==> src/rtl/aes_spi_pkg.sv <==
// Shared types and constants for the AES serial host: FSM state encoding,
// block width and the frame-length helper.
package aes_spi_pkg;

   typedef enum logic [2:0] {
      IDLE,
      SETUP,
      SHIFT_OUT,
      WAIT_DONE,
      SHIFT_IN,
      RESULT
   } state_t;

   localparam int BLOCK_BITS = 128;

   function automatic int frame_bits(input int k);
      return k + BLOCK_BITS;
   endfunction

endpackage

==> src/rtl/aes_spi_sck_gen.sv <==
// Serial clock generator: each bit slot is 2*SCK_DIV clk cycles, low half first.
// The counter is held at zero whenever en is low, so every phase starts at slot 0.
module aes_spi_sck_gen
   import aes_spi_pkg::*;
#(
   parameter int SCK_DIV = 2
) (
   input  logic clk,
   input  logic reset,
   input  logic en,
   output logic sck,
   output logic fall_tick,
   output logic rise_end
);

   localparam int SLOT = 2 * SCK_DIV;
   localparam int CW   = $clog2(SLOT);
   localparam logic [CW-1:0] LAST = CW'(SLOT - 1);
   localparam logic [CW-1:0] HALF = CW'(SCK_DIV);

   logic [CW-1:0] cnt_q;
   logic [CW-1:0] cnt_d;
   logic          sck_q;

   always_comb begin
      cnt_d = (cnt_q == LAST) ? '0 : cnt_q + CW'(1);
   end

   always_ff @(posedge clk) begin
      if (reset || !en) begin
         cnt_q <= '0;
         sck_q <= 1'b0;
      end else begin
         cnt_q <= cnt_d;
         sck_q <= (cnt_d >= HALF);
      end
   end

   // The last cycle of the slot is also the last cycle of the high phase.
   assign sck       = sck_q;
   assign fall_tick = en && (cnt_q == LAST);
   assign rise_end  = en && (cnt_q == LAST);

endmodule

==> src/rtl/aes_spi_host.sv <==
// SPI master for the invaes slave port: shifts {cyphertext, key} out, waits for
// done, reads 128 plaintext bits back. Optional done-wait timeout: AES_HOST_TIMEOUT_EN.
module aes_spi_host
   import aes_spi_pkg::*;
#(
   parameter int K       = 256,
   parameter int SCK_DIV = 2,
   parameter int TMO_MAX = 4096
) (
   input  logic                  clk,
   input  logic                  reset,
   input  logic                  start,
   input  logic [K-1:0]          key,
   input  logic [BLOCK_BITS-1:0] cyphertext,
   output logic                  busy,
   output logic [BLOCK_BITS-1:0] result,
   output logic                  result_valid,
   output logic                  err,
   output logic                  sck,
   output logic                  sdi,
   output logic                  load,
   input  logic                  sdo,
   input  logic                  done
);

   localparam int N  = frame_bits(K);
   localparam int BW = $clog2(N + 1);
   localparam logic [BW-1:0] LAST_OUT = BW'(N - 1);
   localparam logic [BW-1:0] LAST_IN  = BW'(BLOCK_BITS - 1);

   if (SCK_DIV < 1 || TMO_MAX < 1 || (K != 128 && K != 192 && K != 256)) begin : g_param_check
      $error("aes_spi_host: illegal parameter value");
   end

   state_t                state_q;
   logic [N-1:0]          sr_q;
   logic [BLOCK_BITS-1:0] rx_q;
   logic [BLOCK_BITS-1:0] rx_d;
   logic [BLOCK_BITS-1:0] result_q;
   logic [BW-1:0]         bit_q;
   logic                  busy_q;
   logic                  result_valid_q;
   logic                  sdi_q;
   logic                  load_q;
   logic                  sck_en;
   logic                  fall_tick;
   logic                  rise_end;

   assign sck_en = (state_q == SHIFT_OUT) || (state_q == SHIFT_IN);
   assign rx_d   = {rx_q[BLOCK_BITS-2:0], sdo};

   aes_spi_sck_gen #(
      .SCK_DIV (SCK_DIV)
   ) u_sck_gen (
      .clk       (clk),
      .reset     (reset),
      .en        (sck_en),
      .sck       (sck),
      .fall_tick (fall_tick),
      .rise_end  (rise_end)
   );

`ifdef AES_HOST_TIMEOUT_EN
   localparam int TW = $clog2(TMO_MAX + 1);
   localparam logic [TW-1:0] TMO_LAST = TW'(TMO_MAX - 1);
   logic [TW-1:0] tmo_q;
   logic          err_q;
   assign err = err_q;
`else
   assign err = 1'b0;
`endif

   always_ff @(posedge clk) begin
      if (reset) begin
         state_q        <= IDLE;
         sr_q           <= '0;
         rx_q           <= '0;
         result_q       <= '0;
         bit_q          <= '0;
         busy_q         <= 1'b0;
         result_valid_q <= 1'b0;
         sdi_q          <= 1'b0;
         load_q         <= 1'b0;
`ifdef AES_HOST_TIMEOUT_EN
         tmo_q          <= '0;
         err_q          <= 1'b0;
`endif
      end else begin
         result_valid_q <= 1'b0;
         case (state_q)
            IDLE: begin
               if (start) begin
                  sr_q    <= {cyphertext, key};
                  sdi_q   <= cyphertext[BLOCK_BITS-1];
                  load_q  <= 1'b1;
                  busy_q  <= 1'b1;
                  bit_q   <= '0;
                  state_q <= SETUP;
`ifdef AES_HOST_TIMEOUT_EN
                  tmo_q   <= '0;
                  err_q   <= 1'b0;
`endif
               end
            end
            SETUP: state_q <= SHIFT_OUT;
            SHIFT_OUT: begin
               // sdi only moves on the edge where sck falls, never mid-slot.
               if (fall_tick) begin
                  if (bit_q == LAST_OUT) begin
                     load_q  <= 1'b0;
                     sdi_q   <= 1'b0;
                     bit_q   <= '0;
                     state_q <= WAIT_DONE;
                  end else begin
                     bit_q <= bit_q + BW'(1);
                     sr_q  <= sr_q << 1;
                     sdi_q <= sr_q[N-2];
                  end
               end
            end
            WAIT_DONE: begin
               if (done) begin
                  state_q <= SHIFT_IN;
               end
`ifdef AES_HOST_TIMEOUT_EN
               else if (tmo_q == TMO_LAST) begin
                  err_q   <= 1'b1;
                  busy_q  <= 1'b0;
                  state_q <= IDLE;
               end else begin
                  tmo_q <= tmo_q + TW'(1);
               end
`endif
            end
            SHIFT_IN: begin
               if (rise_end) begin
                  rx_q <= rx_d;
                  if (bit_q == LAST_IN) begin
                     result_q       <= rx_d;
                     result_valid_q <= 1'b1;
                     state_q        <= RESULT;
                  end else begin
                     bit_q <= bit_q + BW'(1);
                  end
               end
            end
            RESULT: begin
               busy_q  <= 1'b0;
               state_q <= IDLE;
            end
            default: state_q <= IDLE;
         endcase
      end
   end

   assign busy         = busy_q;
   assign result       = result_q;
   assign result_valid = result_valid_q;
   assign sdi          = sdi_q;
   assign load         = load_q;

endmodule

==> config.mk <==
export PLATFORM = sky130hd
export DESIGN_NAME = aes_spi_host
export DESIGN_NICKNAME = d
export VERILOG_FILES = /design/src/rtl/aes_spi_pkg.sv /design/src/rtl/aes_spi_sck_gen.sv /design/src/rtl/aes_spi_host.sv
export SDC_FILE = /design/constraint.sdc
export NUM_CORES = 1
export LEC_CHECK = 0
export BUFFER_PORTS_ARGS = -buffer_cell sky130_fd_sc_hd__buf_4
export CAP_MARGIN = 15
export CELL_PAD_IN_SITES_DETAIL_PLACEMENT = 2
export CELL_PAD_IN_SITES_GLOBAL_PLACEMENT = 2
export CORE_ASPECT_RATIO = 1.75
export CORE_MARGIN = 5
export CORE_UTILIZATION = 34
export DETAILED_ROUTE_END_ITERATION = 12
export PLACE_DENSITY_LB_ADDON = 0.2
export SLEW_MARGIN = 15
export SYNTH_ARGS = -nofsm -noshare
export SYNTH_HDL_FRONTEND = slang
export SYNTH_HIERARCHICAL = 1
export SYNTH_SLANG_ARGS = --single-unit
==> constraint.sdc <==
create_clock -name clk -period 8.2 [get_ports clk]
set_input_delay 0.82 -clock clk [delete_from_list [all_inputs] [get_ports clk]]
set_output_delay 0.82 -clock clk [all_outputs]
set_load 0.01 [all_outputs]
==> Word-level counts from Yosys, hierarchy flattened <==
Index checks and enable logic that the tools add are counted.
{ "word_totals": {"in_bits": 389, "romBits": 0, "ramBits": 0, "ff_bits": 657, "output_inout_bits": 134, "memories": 0, "latch_bits": 0, "wordCells": 77} }
{ "classes": {"n_mul": 0, "div_mod_pow": 0, "n_reduce_logical": 17, "shifts": 0, "n_addsub": 2, "muxes": 28, "magnitude_cmp": 1, "n_bitwise": 2, "eq_ne": 16} }
{ "ops": {"columns": ["operator", "n"], "rows": [
  ["$mux W383", 3],
  ["$pmux W383 S2", 1],
  ["$mux W9", 5],
  ["$pmux W9 S3", 1],
  ["$mux W3", 6],
  ["$pmux W3 S5", 1],
  ["$ne A2 B2 Y1 const B", 6],
  ["$add A9 B1 Y9 const B", 1],
  ["$eq A9 B7 Y1 const B", 1],
  ["$eq A9 B9 Y1 const B", 1],
  ["$reduce_and A4 Y1", 2],
  ["$mux W1", 7],
  ["$eq A3 B2 Y1 const B", 2],
  ["$eq A3 B3 Y1 const B", 2],
  ["$pmux W1 S2", 3],
  ["$reduce_and A3 Y1", 2],
  ["$reduce_and A6 Y1", 1],
  ["$reduce_and A5 Y1", 1],
  ["$ne A2 B1 Y1 const B", 2],
  ["$reduce_and A2 Y1", 2],
  ["$reduce_bool A2 Y1", 2],
  ["$eq A3 B1 Y1 const B", 1],
  ["$logic_not A3 Y1", 1],
  ["$reduce_bool A3 Y1", 1],
  ["9 further kinds", 11]
]} }

==> Depth between registers and ports, before layout <==
Gate-level depths: netlist (run 1).
{ "logic_depth": {"ltp_word": 5, "ltp_mapped": 15, "ltp_nobuf": 9} }

==> Modules after synthesis <==
Netlist (run 1), hierarchy kept.
{ "by_module_without_submodules": {"columns": ["mod", "seq_area_each_um2", "area_each_um2", "instances", "cells_each"], "rows": [
  ["aes_spi_host", 13092.6, 25274.2, 1, 3086],
  ["aes_spi_sck_gen", 40.0, 90.1, 1, 7]
]} }

==> Worst setup path before layout (run 1) <==
OpenSTA, ideal clock, no wires.
{ "synth_timing": {"kind": "register to register", "from": "register state_q[2]", "to": "register bit_q[6]", "setup_time_ns": 0.070, "required_time_ns": 8.130, "path_slack_ns": 5.370, "stages_incl_launch_ff": 13, "period_less_slack_ns": 2.830, "n_path_buf": 3, "t_arrival_ns": 2.760, "cell_sequence": "dfxtp_1 -> buf_2 -> or3b_1 -> buf_2 -> nor2b_1 -> inv_1 -> and2_1 -> buf_4 -> nor4bb_1 -> a21o_1 -> o31ai_2 -> or4_1 -> a21oi_1"} }
{ "synth_via": {"elab_chain_len": 5, "word_cells_on_any_way": 12, "cone_classes": "eq/ne (6); mux (1); reduce/logical (5)"} }
{ "synth_rtl": {"columns": ["item", "line", "source"], "rows": [
  ["start: declaration", "aes_spi_host.sv:35", "state_t state_q;"],
  ["start signal: assignment", "aes_spi_host.sv:75", "state_q <= IDLE;"],
  ["start signal: assignment", "aes_spi_host.sv:98", "state_q <= SETUP;"],
  ["start signal: assignment", "aes_spi_host.sv:105", "SETUP: state_q <= SHIFT_OUT;"],
  ["$eq A3 B2 Y1 or $eq A3 B3 Y1 (tied branches)", "aes_spi_host.sv:49", "assign sck_en = (state_q == SHIFT_OUT) || (state_q == SHIFT_IN);"],
  ["$logic_or A1 B1 Y1 *", "aes_spi_host.sv:49", null],
  ["net sck_en", "aes_spi_host.sv:45", "logic sck_en;"],
  ["$logic_and A1 B1 Y1 *", "aes_spi_sck_gen.sv:41", "assign fall_tick = en && (cnt_q == LAST);"],
  ["net fall_tick", "aes_spi_host.sv:46", "logic fall_tick;"],
  ["$ne A2 B2 Y1 (no line)", null, null],
  ["$reduce_and A5 Y1 (no line) *", null, null],
  ["end signal: assignment", "aes_spi_host.sv:115", "bit_q <= bit_q + BW'(1);"],
  ["end signal: assignment", "aes_spi_host.sv:143", "bit_q <= bit_q + BW'(1);"],
  ["end: declaration", "aes_spi_host.sv:40", "logic [BW-1:0] bit_q;"]
]} }
The timed path passes the listed nets; every way through them passes the cells marked *.
A chain may end at the register's enable or synchronous reset.

==> Worst setup path in the final report (run 1) <==
{ "layout_timing": {"from": "register state_q[1]", "to": "register sr_q[171]"} }
{ "layout_via": {"elab_chain_len": 5, "word_cells_on_any_way": 11, "cone_classes": "eq/ne (5); mux (1); reduce/logical (5)"} }
{ "layout_rtl": {"columns": ["item", "line", "source"], "rows": [
  ["$eq A3 B2 Y1 or $eq A3 B3 Y1 (tied branches)", "aes_spi_host.sv:49", null],
  ["$logic_or A1 B1 Y1 *", "aes_spi_host.sv:49", null],
  ["net sck_en", "aes_spi_host.sv:45", null],
  ["$logic_and A1 B1 Y1 *", "aes_spi_sck_gen.sv:41", null],
  ["net fall_tick", "aes_spi_host.sv:46", null],
  ["$ne A2 B2 Y1 (no line) *", null, null],
  ["$reduce_and A4 Y1 (no line) *", null, null],
  ["end signal: assignment", "aes_spi_host.sv:93", "sr_q <= {cyphertext, key};"],
  ["end signal: assignment", "aes_spi_host.sv:116", "sr_q <= sr_q << 1;"],
  ["end: declaration", "aes_spi_host.sv:36", "logic [N-1:0] sr_q;"]
]} }
Marks and branches as above.

==> run_results.csv, run 1 <==
group,metric,value,unit
logic_synthesis,synthesis.area_per_instance,8.201,sq um
sta,final-hold-violation-count,0,
logic_synthesis,synth_most_common_cell,"sky130_fd_sc_hd__nand2_1",
drt,wl,90.36,mm
sta,clock-skew-final,0.02764,ns
logic_synthesis,number_of_enable_type_register_cells_in_the_synthesized_netlist,0,
sta,setup_tns,0,ns
layout,synthToLayoutAreaGrowth,25.28,%
sta,setup_viol,0,
clock_tree,clk_pin_slew_worst_paths,0.06,ns
clock_tree,postCtsSetupBuffers,0,
logic_synthesis,mappedNetlistArea,25360,sq um
clock_tree,hold_buffers,0,
placed_design,gp_congestion,0.7972,
logic_synthesis,syn-num-nets,3484,
floorplan,chip_height,371.3,um
critical_path,cp-end-kind,"flip-flop",
drt,viasPerCell,5.365,
clock_tree,cts-resized-gates,0,
critical_path,critPathRequiredTime,8.68,ns
sta,max_freq,207.0,MHz
clock_tree,maximum_buffer_depth_of_the_clock_tree,3,
power_and_ir_drop,powerDensity,237.9,nW/um^2
clock_tree,numClockSinks,656,
global_route,grt_pass1_wl,142.2,mm
logic_synthesis,synthFlopType,"sky130_fd_sc_hd__dfxtp_1",
drt,drtAntennaViolNets,0,
global_route,grt_antenna_before_repair,29,
drt,drc,0,
sta,grt_setup_unrepaired,"false",
sta,min_period_over_period,0.5891,
logic_synthesis,sequential_cell_area_fraction_in_the_yosys_report,0.5178,
flow_run,maxCapViolations,0,
power_and_ir_drop,leak,0.01259,uW
status,outcome,"complete, no violations",
clock_tree,clk_latency,0.61,ns
global_route,grt_max_degree,265,
critical_path,depth_of_the_most_critical_reg_to_reg_path,11,
logic_synthesis,synth_top_cells_by_area,"sky130_fd_sc_hd__dfxtp_1 52%, sky130_fd_sc_hd__nand2_1 15%, sky130_fd_sc_hd__a311oi_1 13%",
critical_path,cp-start-kind,"flip-flop",
logic_synthesis,asyncSetResetFlopFracSynth,0,
drt,drt_first_pass_iters,4,
layout,fin_nets,3802,
floorplan,coreArea,73990,sq um
placed_design,port_buffers,521,
sta,relSlewSlack,0.2145,
layout,layout.cell_area.non_filler,31780,sq um
critical_path,type_of_the_worst_setup_path,"flip-flop to flip-flop",
global_route,grt.total_usage,0.2147,
clock_tree,clockRootBuffer,"sky130_fd_sc_hd__clkbuf_16",
global_route,first_global_vias,26190,
clock_tree,tritoncts.num_buffers,66,
logic_synthesis,synthDistinctLibCells,54,
global_route,grt_overflow,0,
layout,postLayoutCoreUtil,0.4295,
placed_design,detailed_place.area,29530,sq um
power_and_ir_drop,design_power_total,7561,uW
critical_path,worst-path-max-fanout,247,
layout,share_of_post_route_cells_with_drive_strength_above_1,0.1906,
drt,num_vias,23700,
floorplan,area_enclosed_by_the_die_boundary,80380,sq um
critical_path,worst_ep_arrival_time,5.31,ns
placed_design,detailedPlacementHpwl,60.61,mm
logic_synthesis,synth_commonest_cells,"1027 x sky130_fd_sc_hd__nand2_1, 656 x sky130_fd_sc_hd__dfxtp_1, 397 x sky130_fd_sc_hd__nor2_1",
sta,max_slew.worst_pin.slew,1.178,ns
floorplan,fp.dieW,216.5,um
sta,maxSlewViolCount,0,
clock_tree,htree_num_levels,3,
floorplan,num_rows,132,
logic_synthesis,yosys.area.top_type_share,0.5178,
worst_hold_path,hold_path.class,"primary input to flip-flop",
layout,final.fill_count,8251,
sta,layout_min_cycle_time,4.831,ns
logic_synthesis,gate_count_after_technology_mapping,3093,
worst_hold_path,holdPathStages,2,
drt,initialDrtViolationCount,1169,
clock_tree,clock_tree_from_tritoncts,"yes",
floorplan,top_ports,523,
floorplan,starting_density_of_the_core,0.3428,
layout,final_cells,4417,
logic_synthesis,synth.ff_latch_count,656,
placed_design,place.detailed.instances,4280,
logic_synthesis,synth_area_leader_cell,"sky130_fd_sc_hd__dfxtp_1",
drt,average_wire_per_standard_cell,20.46,um
power_and_ir_drop,vdd_ir_drop_max,0.0001309,V
logic_synthesis,total_number_of_yosys_warnings,6,
-- power by group --
group	internal, uW	switching (uW)	leakage [uW]
clock network	1770	1300	0.00107
registers	3420	129	0.00537
logic	368	574	0.00615
total	5560	2000	0.0126
-- layer usage --
layer / vias up / global-route usage / wire length [um]
li1: 11390 / - / -
met1: 11700 / 0.2504 / 37140
met2: 499 / 0.3808 / 45580
met3: 100 / 0.06655 / 5985
met4: 16 / 0.05985 / 1554
met5: - / 0 / 106
-- cell families after synthesis --
logic type,after synthesis,share of synthesized area
mux,5,0.002023
simple gates,1459,0.2213
flops,656,0.5178
buf+inv,299,0.04736
xor+xnor,1,0.0003454
other cells,1,0.0001478
fa+ha+maj,2,0.0009864
compound gates,670,0.2100
-- area by class of cell --
cell class	count	area, sq um	area share
timing repair buffer	543	4154	0.1307
tap	938	1174	0.03693
clock inverter	18	227.7	0.007166
inverter	6	22.52	0.0007087
multi-input combinational	2138	11080	0.3485
clock buffer	96	1936	0.06091
antenna	22	55.05	0.001732
sequential	656	13130	0.4133
-- state kept, by name, summed over array words and instances, names as in the netlist --
name	cells
rx_q	127
bit_q	9
busy	1
result	128
state_q	3
sr_q	383
u_sck_gen/cnt_q	2
load	1
result_valid	1
sdi	1
-- cells in the final DEF, fill, tap and decap left out, drive strengths merged, types with 6 or more instances in the layout --
cell    instances
nor2          397
a311oi        383
inv            10
dfxtp         656
diode          22
a21oi         134
nand2        1027
o21ai           6
buf           543
clkbuf         96
a22o          127
clkinv         10
-- critical path, stage by stage, from the launching register on --
cell and delay, ns:
sky130_fd_sc_hd__dfxtp_1 0.70, sky130_fd_sc_hd__nor3b_2 0.29, sky130_fd_sc_hd__buf_4 0.60, sky130_fd_sc_hd__nor2b_1 0.17
sky130_fd_sc_hd__inv_1 0.14, sky130_fd_sc_hd__and2_1 0.21, sky130_fd_sc_hd__mux2_2 0.22, sky130_fd_sc_hd__and2_1 0.22
sky130_fd_sc_hd__o21a_4 0.60, sky130_fd_sc_hd__buf_12 0.63, sky130_fd_sc_hd__nor2_1 0.12, sky130_fd_sc_hd__a311oi_1 0.37
-- metrics by stage --
stage | setup WS [ns] | hold WS [ns]
2_1_floorplan | 5.370 | 0.4186
3_3_place_gp | 3.801 | 0.4380
3_5_place_dp | 3.428 | 0.4465
4_1_cts | 3.377 | 0.3781
5_1_grt | 2.932 | 0.3993
6_report | 3.369 | 0.4325
-- path summary, 6_finish.rpt --
path	startpoint	endpoint	slack (ns)
worst max-delay path	state_q[1]$_SDFFE_PP0P_	sr_q[171]$_SDFFE_PP0P_	3.37
worst min-delay path	done	state_q[1]$_SDFFE_PP0P_	0.43
worst max register to register	state_q[1]$_SDFFE_PP0P_	sr_q[171]$_SDFFE_PP0P_	3.37
worst min register to register	u_sck_gen/cnt_q[0]$_SDFF_PP0_	u_sck_gen/cnt_q[0]$_SDFF_PP0_	0.46
(Power assumes the default switching activity.)
==> inputs of run 2 (changes only) <==
CORE_UTILIZATION = 29   (was 34)
clock period = 4.2 ns   (was 8.2 ns; I/O delays follow)
==> run 2 against run 1 <==
Compared with the run above: register-to-register slack lost 2.8 ns; first-iteration DRC count rose by 2.0%; routed wire length grew 1.1%; critical path type unchanged; hold slack lost 0.37 ns; non-clock buffer count grew 13; utilization fell by 5.6 points; power up 98%; highest routed layer unchanged.
==> run_results.csv, run 2 (synthesized netlist as in run 1, its figures left out) <==
group,metric,value,unit
power_and_ir_drop,design_power_total,14990,uW
global_route,grt_max_degree,184,
critical_path,worst_ep_arrival_time,4.18,ns
critical_path,cp-start-kind,"flip-flop",
floorplan,starting_density_of_the_core,0.2923,
worst_hold_path,holdPathStages,3,
layout,multi_input_comb_area,11080,sq um
layout,final.fill_count,9822,
clock_tree,htree_num_levels,3,
drt,average_wire_per_standard_cell,19.61,um
sta,grt_setup_unrepaired,"false",
clock_tree,clockRootBuffer,"sky130_fd_sc_hd__clkbuf_16",
clock_tree,maximum_buffer_depth_of_the_clock_tree,3,
placed_design,detailedPlacementHpwl,62.08,mm
critical_path,type_of_the_worst_setup_path,"flip-flop to flip-flop",
power_and_ir_drop,leak,0.01272,uW
critical_path,path_common_cell,"sky130_fd_sc_hd__and2_1",
flow_run,maxCapViolations,0,
sta,max_freq,273.6,MHz
clock_tree,cts-resized-gates,0,
floorplan,chip_height,401.2,um
global_route,grt_pass1_wl,142.9,mm
critical_path,critPathRequiredTime,4.72,ns
layout,leading_cell_type_in_the_layout_fill_and_taps_excluded,"sky130_fd_sc_hd__nand2_1",
layout,commonest_cells_after_routing_fill_and_taps_aside,"1026 x sky130_fd_sc_hd__nand2_1, 656 x sky130_fd_sc_hd__dfxtp_1, 534 x sky130_fd_sc_hd__buf_4",
global_route,grt_overflow,0,
drt,viasPerCell,5.086,
layout,synthToLayoutAreaGrowth,27.68,%
global_route,grt_antenna_before_repair,22,
floorplan,area_enclosed_by_the_die_boundary,93710,sq um
sta,relSlewSlack,0.2499,
clock_tree,numClockSinks,656,
critical_path,critical_path.reg2reg.startpoint,"state_q[1]$_SDFFE_PP0P_",
drt,initialDrtViolationCount,1192,
floorplan,top_ports,523,
clock_tree,hold_buffers,3,
power_and_ir_drop,vdd_ir_drop_max,0.0002565,V
sta,max_slew.worst_pin.slew,1.125,ns
sta,setup_tns,0,ns
sta,layout_min_cycle_time,3.655,ns
worst_hold_path,hold_path.class,"primary input to flip-flop",
clock_tree,clock_tree_from_tritoncts,"yes",
clock_tree,postCtsSetupBuffers,0,
worst_hold_path,min-delay-start,"cyphertext[127]",
floorplan,coreArea,86780,sq um
drt,num_vias,23680,
layout,fin_nets,3818,
critical_path,worst-path-max-fanout,47,
status,outcome,"complete, no violations",
worst_hold_path,hold_end,"sdi$_SDFFE_PP0P_",
sta,final-hold-violation-count,0,
critical_path,reg2reg_to,"sr_q[209]$_SDFFE_PP0P_",
critical_path,cpPeakStageDelay,0.57,ns
sta,setup_viol,0,
placed_design,gp_congestion,0.7869,
global_route,first_global_vias,25830,
floorplan,fp.dieW,233.6,um
sta,min_period_over_period,0.8703,
critical_path,crit_path_cell_trace,"or3b_1 -> nor2b_1 -> inv_1 -> and2_1 -> mux2_2 -> and2_1 -> o21a_4 -> buf_12 -> buf_4 -> nor2_1 -> a311oi_1",
sta,clock-skew-final,0.04023,ns
critical_path,cp-end-kind,"flip-flop",
power_and_ir_drop,powerDensity,462.9,nW/um^2
clock_tree,clk_pin_slew_worst_paths,0.06,ns
layout,ff_latch_area,13130,sq um
critical_path,critical-path-top-delay-family,"simple AND/OR/NAND/NOR gates",
clock_tree,clk_latency,0.64,ns
critical_path,crit_slowest_cell,"sky130_fd_sc_hd__or3b_1",
clock_tree,tritoncts.num_buffers,69,
layout,share_of_post_route_cells_with_drive_strength_above_1,0.1942,
drt,drt_first_pass_iters,5,
critical_path,path_buf_inv,3,
layout,postLayoutCoreUtil,0.3732,
floorplan,num_rows,143,
drt,wl,91.32,mm
drt,drc,0,
sta,maxSlewViolCount,0,
critical_path,depth_of_the_most_critical_reg_to_reg_path,11,
drt,drtAntennaViolNets,0,
global_route,grt.total_usage,0.1867,
layout,flip_flop_count_of_the_largest_register_after_layout,383,
layout,largest_register,"sr_q",
placed_design,port_buffers,521,
critical_path,ff2ff_setup_slack,0.54,ns
==> run 2: cell count changes in the layout (fill, tap and decap cells not counted), sizes merged <==
cell,delta
clkinvlp,+7
clkinv,+1
dlygate4sd3,+3
clkbuf,+3
bufinv,-1
inv,+1
buf,+10
diode,-6
==> run 2: layout make-up <==
cell class / instances / share of cell area
Antenna cell: 16 / 0.001236
Timing Repair Buffer: 556 / 0.1363
Inverter: 6 / 0.0006954
Clock buffer: 99 / 0.06120
Tap cell: 1160 / 0.04482
Sequential cell: 656 / 0.4055
Clock inverter: 26 / 0.008268
Multi-Input combinational cell: 2138 / 0.3420
==> run 2: metal layers <==
metal / track usage / up-vias / part of all wire
met5: 0 / - / 0.0010
met4: 0.05815 / 14 / 0.023
met3: 0.04291 / 101 / 0.051
met2: 0.3210 / 478 / 0.49
met1: 0.2310 / 11680 / 0.43
li1: - / 11420 / -
==> run 2: how the worst max path moves through the flow <==
stage / slack, ns / from / endpoint / cells after the start
after floorplan: 1.37 / state_q[2]$_SDFFE_PP0P_ / bit_q[6]$_SDFFE_PP0P_ / 12
after global placement: 0.91 / state_q[1]$_SDFFE_PP0P_ / sr_q[216]$_SDFFE_PP0P_ / 11
after detailed placement: 0.60 / state_q[1]$_SDFFE_PP0P_ / sr_q[209]$_SDFFE_PP0P_ / 11
after CTS: 0.55 / state_q[1]$_SDFFE_PP0P_ / sr_q[209]$_SDFFE_PP0P_ / 11
after global routing: 0.29 / state_q[1]$_SDFFE_PP0P_ / sr_q[105]$_SDFFE_PP0P_ / 11
final: 0.54 / state_q[1]$_SDFFE_PP0P_ / sr_q[209]$_SDFFE_PP0P_ / 11
==> run 2: worst reg2reg max path, stage by stage, from the launching register on <==
cell and delay [ns]:
sky130_fd_sc_hd__dfxtp_1 0.51, sky130_fd_sc_hd__or3b_1 0.58, sky130_fd_sc_hd__nor2b_1 0.22, sky130_fd_sc_hd__inv_1 0.12, sky130_fd_sc_hd__and2_1 0.24, sky130_fd_sc_hd__mux2_2 0.24
sky130_fd_sc_hd__and2_1 0.22, sky130_fd_sc_hd__o21a_4 0.33, sky130_fd_sc_hd__buf_12 0.28, sky130_fd_sc_hd__buf_4 0.42, sky130_fd_sc_hd__nor2_1 0.09, sky130_fd_sc_hd__a311oi_1 0.29
==> run 2: where the power goes <==
| part | switching (uW) | internal [uW] | leakage, uW |
|---|---|---|---|
| Clock | 2670 | 3500 | 0.00108 |
| Combinational | 1150 | 749 | 0.00626 |
| Sequential | 254 | 6670 | 0.00537 |
==> run 2: stage by stage <==
| stage | cell area [sq um] | setup WS, ns | std cells | hold slack (ns) |
|---|---|---|---|---|
| global placement | 30070 | 0.9092 | 4513 | 0.4394 |
| CTS | 32350 | 0.5529 | 4641 | 0.0009197 |
| floorplan | 25360 | 1.370 | 3093 | 0.4186 |
| detailed placement | 30070 | 0.5964 | 4513 | 0.4465 |
| finish | 32390 | 0.5446 | 4657 | 0.06278 |
| global route | 32350 | 0.2864 | 4644 | 0.03537 |
